## src/rtl/decode_execute_stage.sv

```systemverilog
// Decode/Execute pipeline register for the scalar+vector CPU.
// Holds control, operands and addresses; forwards scalar operands and drives the 8-bit scalar and 16-lane vector ALUs.
module decode_execute_stage (
  input  logic          clk,
  input  logic          reset,
  input  logic [19:0]   nop_mux_output_in,
  input  logic [15:0]   srcA_in,
  input  logic [15:0]   srcB_in,
  input  logic [127:0]  srcA_vector_in,
  input  logic [127:0]  srcB_vector_in,
  input  logic [4:0]    rs1_decode,
  input  logic [4:0]    rs2_decode,
  input  logic [4:0]    rd_decode,
  input  logic [2:0]    select_forward_mux_A,
  input  logic [2:0]    select_forward_mux_B,
  input  logic [15:0]   writeback_data,
  input  logic [7:0]    alu_result_memory,
  output logic          wre_execute,
  output logic          vector_wre_execute,
  output logic          write_memory_enable_a_execute,
  output logic          write_memory_enable_b_execute,
  output logic          load_instruction,
  output logic [1:0]    select_writeback_data_mux_execute,
  output logic [1:0]    select_writeback_vector_data_mux_execute,
  output logic [4:0]    aluOp_execute,
  output logic [4:0]    aluVectorOp_execute,
  output logic [15:0]   srcA_out,
  output logic [15:0]   srcB_out,
  output logic [15:0]   alu_src_A,
  output logic [15:0]   alu_src_B,
  output logic [127:0]  srcA_vector_out,
  output logic [127:0]  srcB_vector_out,
  output logic [4:0]    rs1_execute,
  output logic [4:0]    rs2_execute,
  output logic [4:0]    rd_execute,
  output logic [7:0]    alu_result_execute,
  output logic [127:0]  alu_vector_result_execute
);

  localparam logic [4:0] OP_ADD  = 5'd0;
  localparam logic [4:0] OP_SUB  = 5'd1;
  localparam logic [4:0] OP_AND  = 5'd2;
  localparam logic [4:0] OP_OR   = 5'd3;
  localparam logic [4:0] OP_XOR  = 5'd4;
  localparam logic [4:0] OP_SLL  = 5'd5;
  localparam logic [4:0] OP_SRL  = 5'd6;
  localparam logic [4:0] OP_MUL  = 5'd7;
  localparam logic [4:0] OP_PASA = 5'd8;
  localparam logic [4:0] OP_PASB = 5'd9;

  localparam logic [2:0] FWD_WB  = 3'd1;
  localparam logic [2:0] FWD_MEM = 3'd2;

  // Bit 0 of the control word is reserved and deliberately dropped.
  logic unused_reserved_bit;
  assign unused_reserved_bit = nop_mux_output_in[0];

  // Shared 8-bit ALU used by the scalar path and by every vector lane.
  function automatic logic [7:0] alu8(
    input logic [4:0] op,
    input logic [7:0] a,
    input logic [7:0] b
  );
    logic [7:0] r;
    case (op)
      OP_ADD:  r = a + b;
      OP_SUB:  r = a - b;
      OP_AND:  r = a & b;
      OP_OR:   r = a | b;
      OP_XOR:  r = a ^ b;
      OP_SLL:  r = a << b[2:0];
      OP_SRL:  r = a >> b[2:0];
      OP_MUL:  r = a * b;
      OP_PASA: r = a;
      OP_PASB: r = b;
      default: r = 8'h00;
    endcase
    return r;
  endfunction

  // Unlisted select codes fall back to the registered operand.
  function automatic logic [15:0] fwd_mux(
    input logic [2:0]  sel,
    input logic [15:0] reg_val,
    input logic [15:0] wb_val,
    input logic [7:0]  mem_val
  );
    logic [15:0] r;
    case (sel)
      FWD_WB:  r = wb_val;
      FWD_MEM: r = {8'h00, mem_val};
      default: r = reg_val;
    endcase
    return r;
  endfunction

  // Pipeline register: control fields, operands and addresses.
  always_ff @(posedge clk or posedge reset) begin
    if (reset) begin
      wre_execute                              <= 1'b0;
      vector_wre_execute                       <= 1'b0;
      write_memory_enable_a_execute            <= 1'b0;
      write_memory_enable_b_execute            <= 1'b0;
      select_writeback_data_mux_execute        <= 2'b00;
      select_writeback_vector_data_mux_execute <= 2'b00;
      aluOp_execute                            <= 5'd0;
      aluVectorOp_execute                      <= 5'd0;
      load_instruction                         <= 1'b0;
      srcA_out                                 <= 16'h0000;
      srcB_out                                 <= 16'h0000;
      srcA_vector_out                          <= 128'h0;
      srcB_vector_out                          <= 128'h0;
      rs1_execute                              <= 5'd0;
      rs2_execute                              <= 5'd0;
      rd_execute                               <= 5'd0;
    end else begin
      wre_execute                              <= nop_mux_output_in[19];
      vector_wre_execute                       <= nop_mux_output_in[18];
      write_memory_enable_a_execute            <= nop_mux_output_in[17];
      write_memory_enable_b_execute            <= nop_mux_output_in[16];
      select_writeback_data_mux_execute        <= nop_mux_output_in[15:14];
      select_writeback_vector_data_mux_execute <= nop_mux_output_in[13:12];
      aluOp_execute                            <= nop_mux_output_in[11:7];
      aluVectorOp_execute                      <= nop_mux_output_in[6:2];
      load_instruction                         <= nop_mux_output_in[1];
      srcA_out                                 <= srcA_in;
      srcB_out                                 <= srcB_in;
      srcA_vector_out                          <= srcA_vector_in;
      srcB_vector_out                          <= srcB_vector_in;
      rs1_execute                              <= rs1_decode;
      rs2_execute                              <= rs2_decode;
      rd_execute                               <= rd_decode;
    end
  end

  // Scalar forwarding and scalar ALU; only the low byte feeds the ALU.
  always_comb begin
    alu_src_A          = fwd_mux(select_forward_mux_A, srcA_out, writeback_data, alu_result_memory);
    alu_src_B          = fwd_mux(select_forward_mux_B, srcB_out, writeback_data, alu_result_memory);
    alu_result_execute = alu8(aluOp_execute, alu_src_A[7:0], alu_src_B[7:0]);
  end

  // Vector ALU: sixteen independent byte lanes, no inter-lane carry.
  always_comb begin
    alu_vector_result_execute = 128'h0;
    for (int i = 0; i < 16; i++) begin
      alu_vector_result_execute[8*i +: 8] =
        alu8(aluVectorOp_execute, srcA_vector_out[8*i +: 8], srcB_vector_out[8*i +: 8]);
    end
  end

endmodule

```

## config.mk

```make
export PLATFORM = sky130hd
export DESIGN_NAME = decode_execute_stage
export DESIGN_NICKNAME = d
export VERILOG_FILES = /design/src/rtl/decode_execute_stage.sv
export SDC_FILE = /design/constraint.sdc
export NUM_CORES = 2
export LEC_CHECK = 0
export BUFFER_PORTS_ARGS = -buffer_cell sky130_fd_sc_hd__buf_2
export CELL_PAD_IN_SITES_DETAIL_PLACEMENT = 2
export CELL_PAD_IN_SITES_GLOBAL_PLACEMENT = 2
export CORE_MARGIN = 2
export CORE_UTILIZATION = 35
export CTS_CLUSTER_DIAMETER = 200
export CTS_CLUSTER_SIZE = 24
export DETAILED_ROUTE_END_ITERATION = 10
export PLACE_DENSITY = 0.84
export SYNTH_ARGS = -nofsm -noshare
export SYNTH_HDL_FRONTEND = slang
export SYNTH_SLANG_ARGS = --single-unit
```

## constraint.sdc

```tcl
create_clock -name clk -period 27.4 [get_ports clk]
set_clock_uncertainty 0.2 [all_clocks]
set_input_delay 0 -clock clk [delete_from_list [all_inputs] [get_ports clk]]
set_output_delay 0 -clock clk [all_outputs]
set_load 0.01 [all_outputs]
```

==> impl_results.md <==
- Fin. Hold Viols: 0
- Failing checks: DRC, capacitance limit, slew limit
- Initial drt markers: a little over 8,000
- Synth Flop Type: dfrtp_1
- Total congestion overflow: 0
- Pwr/cell area: just over 40 nW/µm²
- Worst hold path cell count: 4
- Largest net degree at the start of global routing: ~110
- Layout cell share with drive strength beyond 1: 15.3%
- Routing usage on met1: 47.8%
- Cell Rows: around 130
- Die area: 134,000 µm²
- Final #Nets: just over 8,000
- Layer with the highest usage: met2
- Worst Max-Slew Pin Slew: between 1500 and 2000 ps
- Tmin final: roughly 7600 ps
- Max Buffers Root-to-Sink: 3
- DRC Markers: 6
- WL final: 324,000 µm
- PortBufs: 843
- H-tree depth: 1
- Gpl congestion: between 0.8 and 0.9
- Async set-reset flop share out of synthesis: 100%
- Status: finished, violations left
- Pre-CTS WS: ~22,000 ps
- Synth cell count leaders: ha_1, nor2_1, inv_1
- Register area share after synthesis: between 10% and 20%
- Fin Setup TNS: 0 ps
- F_max: 0.132 GHz
- Slew margin rel.: -22.7%
- Syn Area/Cell: between 8 and 9 µm²
- Startpoint Class: register
- Number of global-route vias before repair: roughly 64,000
- CTS root buffer: clkbuf_16
- Vias per inst: a little under 7
- WP data required: 27,200 ps
- Final worst-path cycle share: 27.7%
- Max FO, Critical Path: 10
- Setup repair bufs after CTS: 0
- Top cells by area, synth: ha_1, dfrtp_1, fa_1, xnor2_1, nor2_1
- Met3 Use GR: 17.4%
- Number of flops mapped to enable cells by yosys: 0
- Final std cells w/o fill: 8,627
- Pre-antenna DRT Iters: 11
- Register area: 8060 µm²
- Met2 Resource Use GR: around 70%
- Clock Pin Slew Worst Setup and Hold Paths: around 130 ps
- Share of the synthesized area in the top cell type: approximately a fifth
- Chip Width: between 300 and 400 µm
- Starting Density: 35.4%
- Critical path type: reg -> out
- Min-delay src: writeback_data[9]
- Mapped Nets: 6,861
- CP endpoint kind: output port
- Hpwl dp: between 150,000 and 200,000 µm
- Num CTS Buffers: 17
- # setup viols final: 0
- Antenna Nets Post-Route: 0
- FF+latch count, synth: roughly 320
- Die Y: around 370 µm
- Sink Count: around 320
- Distinct cells, synth: between 80 and 90
- Cell with the most instances after synthesis: ha_1
- First-pass GRT wire length: about 450,000 µm
- Total power: approximately 2.4 mW
- Avg WL per Cell: 37.6 µm
- Final Max Slew Viols: 2
- Initial antenna violation count: 53
- # IOs: 845
- Synth warn: 0
- Post-Place Cells: ~7,900
- Max Cap Violations: 1
- Vias: 58,163
- Fill cell count: about 14,000
- Dominant cell type by area after synthesis: ha_1
- RSZ-0062 raised after global routing: no
- PnR worst setup slack: around 20,000 ps
- Area growth syn-to-layout: 28.0%
- CORE AREA: about 130,000 µm²
- CTS tree: built
- Multi-input gate area: between 30,000 and 40,000 µm²
- Crit path arrival time: around 7400 ps
- LEAKAGE: ~29 nW
- Hold Crit Class: in -> out
- Peak supply drop: 0.0424 mV
- Total Routing Usage GR: between 40% and 50%
- Hold EP: alu_src_B[9]
- Cells after Synth: about 5,600
- Synth Cell Area: ~46,000 µm²
-- cell families (layout without fill, tap and decap cells) --
group	after synthesis	in the layout	synth area share, %
XOR/XNOR	449	449	8.59
adder cells (fa/ha/maj)	918	918	28.6
multiplexers	126	126	4.28
buffers and inverters	931	2203	7.79
AO/OA/AOI/OAI	1300	1300	19.2
AND/OR/NAND/NOR	1542	1542	14.0
other	0	25	0
flip-flops	322	322	17.5
-- how the worst max path moves through the flow --
stage                       startpoint                            end  slack, ps
4_1_cts                    srcA_out[3]          alu_result_execute[7]      21360
6_report           srcA_vector_out[41]  alu_vector_result_execute[47]      19800
3_3_place_gp   select_forward_mux_A[1]          alu_result_execute[7]      21880
2_1_floorplan                    reset               aluOp_execute[0]      18290
3_5_place_dp   select_forward_mux_A[1]          alu_result_execute[5]      21830
5_1_grt            srcA_vector_out[41]  alu_vector_result_execute[47]      19140
-- metal layers --
metal | vias up | share of wire (%)
met1 | 28546 | 33
met2 | 5356 | 44
met5 | - | 0.14
met3 | 2365 | 12
li1 | 21856 | -
met4 | 40 | 11
-- critical path: stages, from the launching register on --
cell	delay, ps
dfrtp_1	740
inv_1	470
nor2_1	1020
fa_1	430
inv_1	140
fa_1	600
inv_1	240
fa_1	680
fa_1	470
ha_1	360
a21oi_1	540
xnor2_1	180
xnor2_1	160
a221oi_1	390
nand3_1	120
buf_2	180
-- cells in the final DEF, fill, tap and decap left out, types with 106 or more instances in the layout --
cell type / count
a21oi_1: 271
a221oi_1: 137
buf_2: 843
dfrtp_1: 322
dlygate4sd3_1: 646
fa_1: 221
ha_1: 697
inv_1: 571
nand2_1: 538
nor2_1: 672
nor3_1: 106
o21ai_0: 269
xnor2_1: 358
-- power by group --
group	switching (mW)	total [mW]	leakage, nW	internal (mW)
clock network	0.240	0.364	0.236	0.125
logic	0.911	1.47	24.6	0.557
registers	0.0829	0.581	3.75	0.498
total	1.23	2.41	28.5	1.18
-- layout make-up --
class / count / area share, %
antenna: 25 / 0.106
tap: 1742 / 3.71
multi-input combinational: 4335 / 58.5
clock inverter: 3 / 0.0851
timing repair buffer: 1570 / 19.3
inverter: 612 / 3.92
sequential: 322 / 13.7
clock buffer: 18 / 0.730
-- repair_timing --
action / 4_1_cts / 5_1_grt
hold buffers: 646 / 0
endpoints found under the hold margin: 428 / 0
resized for setup: 0 / 0
-- through the flow --
step | util [%] | hold WS, ps | area [µm²]
2_1_floorplan | - | -169 | 45900
3_3_place_gp | 39.9 | -92.4 | 51800
3_5_place_dp | 39.9 | -90.6 | 51800
4_1_cts | 45.3 | 231 | 58700
5_1_grt | 45.3 | 288 | 58800
6_report | 45.3 | 268 | 58800
-- state kept, by name, summed over array words and instances, names as in the netlist, 2 cells and up --
name / cells
rs2_execute: 5
select_writeback_data_mux_execute: 2
aluVectorOp_execute: 5
select_writeback_vector_data_mux_execute: 2
aluOp_execute: 5
srcA_out: 16
rd_execute: 5
rs1_execute: 5
srcA_vector_out: 128
srcB_vector_out: 128
srcB_out: 16
No activity file was read; power rests on OpenSTA's default activity.
